[src/rtl/qdr_arbiter.sv]
// rtl/qdr_arbiter.sv - two-requester round-robin arbiter in front of a QDR PHY user port
// Writes go out as two beats; reads wait for two returned beats or abandon after RD_TIMEOUT cycles.
module qdr_arbiter #(
  parameter int RD_TIMEOUT = 63
) (
  input  logic          qdr_clk,
  input  logic          qdr_rst_n,
  input  logic          phy_rdy,
  input  logic          req_0,
  input  logic          we_0,
  input  logic [31:0]   addr_0,
  input  logic [143:0]  wr_data_0,
  output logic          ack_0,
  output logic [71:0]   rd_data_0,
  output logic          rd_dvld_0,
  input  logic          req_1,
  input  logic          we_1,
  input  logic [31:0]   addr_1,
  input  logic [143:0]  wr_data_1,
  output logic          ack_1,
  output logic [71:0]   rd_data_1,
  output logic          rd_dvld_1,
  output logic [31:0]   qdr_addr,
  output logic          qdr_wr_en,
  output logic [71:0]   qdr_wr_data,
  output logic          qdr_rd_en,
  input  logic [71:0]   qdr_rd_data,
  input  logic          qdr_rd_dvld,
  output logic          rd_timeout
);

  typedef enum logic [2:0] {IDLE, WR0, WR1, RD_ISSUE, RD_WAIT} state_t;

  state_t        state_q, state_d;
  logic          owner_q, owner_d;
  logic          last_q, last_d;
  logic          armed_q, armed_d;
  logic [31:0]   addr_q, addr_d;
  logic [143:0]  wr_data_q, wr_data_d;
  logic [1:0]    ack_q, ack_d;
  logic          rd_timeout_q, rd_timeout_d;
  logic [1:0]    beat_cnt_q, beat_cnt_d;
  logic [7:0]    tmo_cnt_q, tmo_cnt_d;
  logic          sel;
  logic          sel_we;

  always_ff @(posedge qdr_clk or negedge qdr_rst_n) begin
    if (!qdr_rst_n) begin
      state_q      <= IDLE;
      owner_q      <= 1'b0;
      last_q       <= 1'b1;
      armed_q      <= 1'b0;
      addr_q       <= '0;
      wr_data_q    <= '0;
      ack_q        <= '0;
      rd_timeout_q <= 1'b0;
      beat_cnt_q   <= '0;
      tmo_cnt_q    <= '0;
    end else begin
      state_q      <= state_d;
      owner_q      <= owner_d;
      last_q       <= last_d;
      armed_q      <= armed_d;
      addr_q       <= addr_d;
      wr_data_q    <= wr_data_d;
      ack_q        <= ack_d;
      rd_timeout_q <= rd_timeout_d;
      beat_cnt_q   <= beat_cnt_d;
      tmo_cnt_q    <= tmo_cnt_d;
    end
  end

  always_comb begin
    state_d      = state_q;
    owner_d      = owner_q;
    last_d       = last_q;
    armed_d      = 1'b1;
    addr_d       = addr_q;
    wr_data_d    = wr_data_q;
    ack_d        = 2'b00;
    rd_timeout_d = 1'b0;
    beat_cnt_d   = beat_cnt_q;
    tmo_cnt_d    = tmo_cnt_q;
    // With both requesting, the one not granted last wins
    sel          = (req_0 && req_1) ? ~last_q : req_1;
    sel_we       = sel ? we_1 : we_0;

    case (state_q)
      IDLE: begin
        // armed_q holds off the first grant until the second edge after reset release
        if (armed_q && phy_rdy && (req_0 || req_1)) begin
          owner_d   = sel;
          last_d    = sel;
          addr_d    = sel ? addr_1 : addr_0;
          wr_data_d = sel ? wr_data_1 : wr_data_0;
          ack_d     = sel ? 2'b10 : 2'b01;
          state_d   = sel_we ? WR0 : RD_ISSUE;
        end
      end
      WR0: state_d = WR1;
      WR1: state_d = IDLE;
      RD_ISSUE: begin
        beat_cnt_d = '0;
        tmo_cnt_d  = '0;
        state_d    = RD_WAIT;
      end
      RD_WAIT: begin
        if (qdr_rd_dvld) beat_cnt_d = beat_cnt_q + 2'd1;
        if (qdr_rd_dvld && beat_cnt_q == 2'd1) begin
          state_d = IDLE;
        end else if (tmo_cnt_q == 8'(RD_TIMEOUT - 1)) begin
          state_d      = IDLE;
          rd_timeout_d = 1'b1;
        end else begin
          tmo_cnt_d = tmo_cnt_q + 8'd1;
        end
      end
      default: state_d = IDLE;
    endcase
  end

  assign ack_0       = ack_q[0];
  assign ack_1       = ack_q[1];
  assign qdr_addr    = addr_q;
  assign qdr_wr_en   = (state_q == WR0);
  assign qdr_rd_en   = (state_q == RD_ISSUE);
  assign qdr_wr_data = (state_q == WR0) ? wr_data_q[143:72] : wr_data_q[71:0];
  assign rd_data_0   = qdr_rd_data;
  assign rd_data_1   = qdr_rd_data;
  assign rd_dvld_0   = (state_q == RD_WAIT) && qdr_rd_dvld && !owner_q;
  assign rd_dvld_1   = (state_q == RD_WAIT) && qdr_rd_dvld && owner_q;
  assign rd_timeout  = rd_timeout_q;

endmodule

[config.mk]
export PLATFORM = sky130hd
export DESIGN_NAME = qdr_arbiter
export DESIGN_NICKNAME = d
export VERILOG_FILES = /design/src/rtl/qdr_arbiter.sv
export SDC_FILE = /design/constraint.sdc
export NUM_CORES = 1
export LEC_CHECK = 0
export ABC_AREA = 1
export CORE_AREA = 2 2 270 272
export CTS_CLUSTER_DIAMETER = 200
export DETAILED_ROUTE_END_ITERATION = 8
export DIE_AREA = 0 0 272 274
export GPL_ROUTABILITY_DRIVEN = 0
export MAX_ROUTING_LAYER = met4
export PLACE_DENSITY_LB_ADDON = 0.3
export SETUP_SLACK_MARGIN = 0.5
export SLEW_MARGIN = 20
export SYNTH_ARGS = -nofsm -noshare
export SYNTH_HDL_FRONTEND = slang
export SYNTH_SLANG_ARGS = --single-unit
[constraint.sdc]
create_clock -name qdr_clk -period 1.7 [get_ports qdr_clk]
set_clock_uncertainty 0.05 [all_clocks]
set_input_delay 0.17 -clock qdr_clk [delete_from_list [all_inputs] [get_ports qdr_clk]]
set_output_delay 0.17 -clock qdr_clk [all_outputs]
set_load 0.01 [all_outputs]
Yosys cells after proc, flatten, opt, wreduce, memory -nomap -nowiden
Index checks and enable logic that the tools add are counted.
{ "classes": {"n_reduce_logical": 15, "mux": 21, "mul": 0, "shifts": 0, "div_mod_pow": 0, "add_sub_neg": 2, "n_bitwise": 1, "n_lt_le_gt_ge": 0, "n_eq_ne": 10} }
{ "op_table": {"columns": ["operator", "n"], "rows": [
  ["$mux W144", 1],
  ["$mux W72", 1],
  ["$mux W32", 1],
  ["$mux W8", 2],
  ["$pmux W8 S2", 1],
  ["$pmux W3 S4", 1],
  ["$mux W2", 5],
  ["$mux W3", 3],
  ["$add A8 B1 Y8 const B", 1],
  ["$eq A8 B6 Y1 const B", 1],
  ["$ne A2 B2 Y1 const B", 4],
  ["$logic_and A1 B1 Y1", 7],
  ["$reduce_and A2 Y1", 3],
  ["$mux W1", 5],
  ["$pmux W2 S2", 1],
  ["$eq A3 B1 Y1 const B", 1],
  ["$eq A3 B2 Y1 const B", 1],
  ["$eq A3 B3 Y1 const B", 1],
  ["$logic_not A3 Y1", 1],
  ["$ne A3 B3 Y1 const B", 1],
  ["$reduce_and A3 Y1", 1],
  ["$add A2 B1 Y2 const B", 1],
  ["$eq A2 B1 Y1 const B", 1],
  ["$reduce_bool A2 Y1", 1],
  ["other kinds (3)", 3]
]} }
{ "word_totals": {"n_memories": 0, "latch_bits": 0, "ff_bits": 195, "out_inout_bits": 255, "rom_bits": 0, "in_bits": 432, "wordCells": 59, "ramBits": 0} }

Logic depth before layout (Yosys ltp)
{ "logic_depth": {"depth_word": 6, "ltp_mapped": 9, "depth_no_buf": 9} }

Worst setup path before layout
No wires, ideal clock.
{ "synth_timing": {"path_kind": "register to register", "startpoint": "reg last_q", "endpoint": "reg wr_data_q[100]", "path_stages_with_launch": 9, "slack_ns": 0.248, "n_path_buf": 2, "setup_ns": 0.066, "period_less_slack_ns": 1.452, "t_required_ns": 1.584, "arrival_ns": 1.336, "path_cell_list": "dfstp_2 nand2_1 nand2_2 buf_2 clkbuf_1 nand2_1 nand2_1 nand2_1 nand2_1"} }
{ "synth_via": {"elab_chain_len": 3} }
{ "synth_rtl": {"columns": ["item", "line_no", "rtl"], "rows": [
  ["start: declaration", "36", "logic last_q, last_d;"],
  ["start signal: assignment", "62", "last_q <= last_d;"],
  ["$not A1 Y1", "85", "sel = (req_0 && req_1) ? ~last_q : req_1;"],
  ["$mux W1", "85", null],
  ["$mux W144", "95", "wr_data_d = sel ? wr_data_1 : wr_data_0;"],
  ["end signal: assignment", "65", "wr_data_q <= wr_data_d;"],
  ["end: declaration", "39", "logic [143:0] wr_data_q, wr_data_d;"]
]} }
Every way passes these cells.
A chain may end at the register's enable or synchronous reset.

Worst setup path in the final report
{ "layout_timing": {"startpoint": "reg state_q[2]", "endpoint": "out qdr_wr_data[26]"} }
{ "layout_via": {"elab_chain_len": 2} }
{ "layout_rtl": {"columns": ["item", "line_no", "rtl"], "rows": [
  ["start: declaration", "34", "state_t state_q, state_d;"],
  ["start signal: assignment", "60", "state_q <= state_d;"],
  ["$eq A3 B1 Y1", "127", "assign qdr_wr_data = (state_q == WR0) ? wr_data_q[143:72] : wr_data_q[71:0];"],
  ["$mux W72", "127", null],
  ["end: declaration", "25", "output logic [71:0] qdr_wr_data,"]
]} }
Every way passes these cells.

==> results.txt <==
Status: finished with violations
Failing checks: negative setup slack
# DRC: 0
Asr flop ratio synth: 100.0%
Total gr overflow: 0
IO Count: 687
Max-slew headroom: 62.79%
Final core occ: 30.13%
Row cnt: 99
Post-Synthesis Cells: 1811
Drt pass-1 iters: 5
Seq. cell area: 4881 sq um
Die Y: 274 um
WL final: 58060 um
Reg2Reg Launch Point: state_q[1]
Seq/Total Area, Yosys: 41.73%
Initial antenna violation count: 1
Synth unique cells: 23
Lkg Pwr: 11.25 nW
Die X: 272 um
Yosys reg bits: 195
Fraction of layout cells with a size suffix above 1: 29.83%
Core Box Area: 71970 sq um
Worst-case clock buffer depth: 2
Placed insts: 3115
Ys flop type: dfrtp_1
Syn Area/Cell: 6.459 sq um
Max-cap violations: 0
Number of global-route vias before repair: 12481
FILL cells: 7801
Synth top area share: 42.07%
Layout area overhead: 85.38%
Hold slack: 193.2 ps
H-tree levels: 4
Least-Margin Pin Slew: 558.1 ps
Inserted Clock Buffers: 17
Slew Viols, Final: 0
Crit path cell chain: nor3_4 > buf_6 > clkinv_16 > buf_12 > nand2_1 > nand2_1 > dlygate4sd2_1
Fin nets: 2725
Final worst slack: -510.9 ps
Area contributors post-synth: nand2_1, dfrtp_1, buf_4
Met3 WL: 4058 um
Crit path top cell by count: nand2_1
Pre-CTS setup slack: -296.9 ps
FF-to-FF End: wr_data_q[56]
Overall routing resource usage: 15.14%
Die area: 74530 sq um
Critical path fanouts, max: 20
Initial core utilization: 16.25%
Post-DP HPWL: 38280 um
Layout Cells excl Fill: 3262
Hold Crit Class: in2async
Net Count, Synth: 2246
Final Setup Violations: 267
CP endpoint kind: primary output
Synth top cells by count: nand2_1, dfrtp_1, buf_4
CP arrival: 1990 ps
Post-Syn Area: 11700 sq um
Minimum clock period: 2211 ps
R2r setup slk: -420 ps
CTS clk-pin slew, worst paths: 80 ps
EDFF count, synth: 0
Starting DRT DRC Count: 531
Post-DRT Antenna Nets: 0
Critical Path RT: 1480 ps
YS warnings: 0
Multi-input combinational cell area: 6746 sq um
FF-to-FF path depth: 12
Crit path kind: reg2out
Yosys top cell by area: nand2_1
CP max stage delay: 420 ps
Root buffer cell: clkbuf_16
Pwr Total: 26.95 mW
Met2 routed WL: 27670 um
Pwr dens: 1243 nW/um^2
CTS tree: yes
Ant. Diodes: 0
Period utilization: 130.1%
Max layer used: met4
Clk sinks: 195
Maximum vdd drop: 0.6259 mV
Port Buffers: 470
RSZ-0062 raised after global routing: yes
Largest net degree at the start of global routing: 50
Vias: 12454
Drt via density: 3.818
Final hold vios: 0
First-pass GRT wire length: 80180 um
WL met1: 24780 um
Fmax: 0.4523 GHz
Count leader, synth: nand2_1
Clk_lat worst skew: 480 ps
CP max-delay cell: dfrtp_1
Worst setup SP type: register
Wire per inst: 17.80 um
[what timing repair did]
action | CTS | global route
cloned | 30 | 13
buffers inserted | 39 | 32
hold buffers | 1 | 0
hold endpoints to repair | 125 | 0
pin swaps | 18 | 113
setup endpoints to repair | 305 | 305
gates resized for setup | 419 | 463
[worst max path at each step]
stage                           from               to  slack [ps]
after global placement    state_q[1]  qdr_wr_data[58]        -300
after global routing      state_q[2]  qdr_wr_data[53]        -650
after CTS                 state_q[2]  qdr_wr_data[36]        -620
final                     state_q[2]  qdr_wr_data[26]        -510
after floorplan               last_q     qdr_addr[29]         340
after detailed placement  state_q[1]  qdr_wr_data[58]        -300
[per-layer routing]
layer,global-route usage [%],vias to the layer above
met1,18.10,5647
met3,4.694,70
met2,24.18,497
li1,-,6240
met5,-,-
met4,4.988,0
[flip-flops by register name (all words and copies together), names as in the netlist]
signal      cells
state_q         3
tmo_cnt_q       8
last_q          1
owner_q         1
ack_q           2
rd_timeout      1
wr_data_q     144
qdr_addr       32
beat_cnt_q      2
armed_q         1
[cell usage in the layout, fill, tap and decap left out, types with 4 or more instances in the layout]
cell type,n
inv_1,10
dfrtp_1,194
buf_12,57
dlygate4sd2_1,4
inv_6,4
nand2_1,973
clkbuf_16,29
buf_4,73
clkinv_8,4
buf_16,35
nor2_1,14
nand2_4,118
clkdlybuf4s50_1,393
nand3_1,12
nand2_2,219
buf_6,62
buf_2,39
buf_8,17
clkinv_4,4
[cells by family (layout without fill, tap and decap cells)]
family,after synthesis,in the layout,share of synthesized area [%]
AND/OR/NAND/NOR,1349,1349,43.62
buffers and inverters,252,744,13.67
flip-flops,195,195,41.73
AO/OA/AOI/OAI,7,7,0.3208
adder cells (fa/ha/maj),3,3,0.3209
XOR/XNOR,3,3,0.2247
other,1,1,0.03206
multiplexers,1,1,0.08557
[report_power, final]
part	total [mW]	switching, mW	internal [mW]
combinational	14.1	6.79	7.30
sequential	8.48	1.86	6.62
clock	4.38	2.25	2.12
[per-stage QoR]
| stage | setup TNS (ps) | area [sq um] |
|---|---|---|
| floorplan | 0 | 12020 |
| global placement | -44520 | 17460 |
| detailed placement | -47820 | 17460 |
| CTS | -81240 | 19710 |
| global route | -124000 | 21680 |
| finish | -92140 | 21680 |
[critical path, delay by kind of cell (launching register included)]
| kind | cells | cell delay, ps |
|---|---|---|
| buffers and inverters | 4 | 750 |
| DFF | 1 | 420 |
| and+or+nand+nor | 3 | 320 |
[cell type report]
type                    instances  share of cell area, %
well taps                     959                  5.533
clock inverters                15                 0.8770
multi-input cells            1364                  31.11
flip-flops and latches        195                  22.51
clock buffers                  17                  1.962
repair buffers                697                  37.48
inverters                      15                 0.5251
Power figures use the tool's default switching activity.
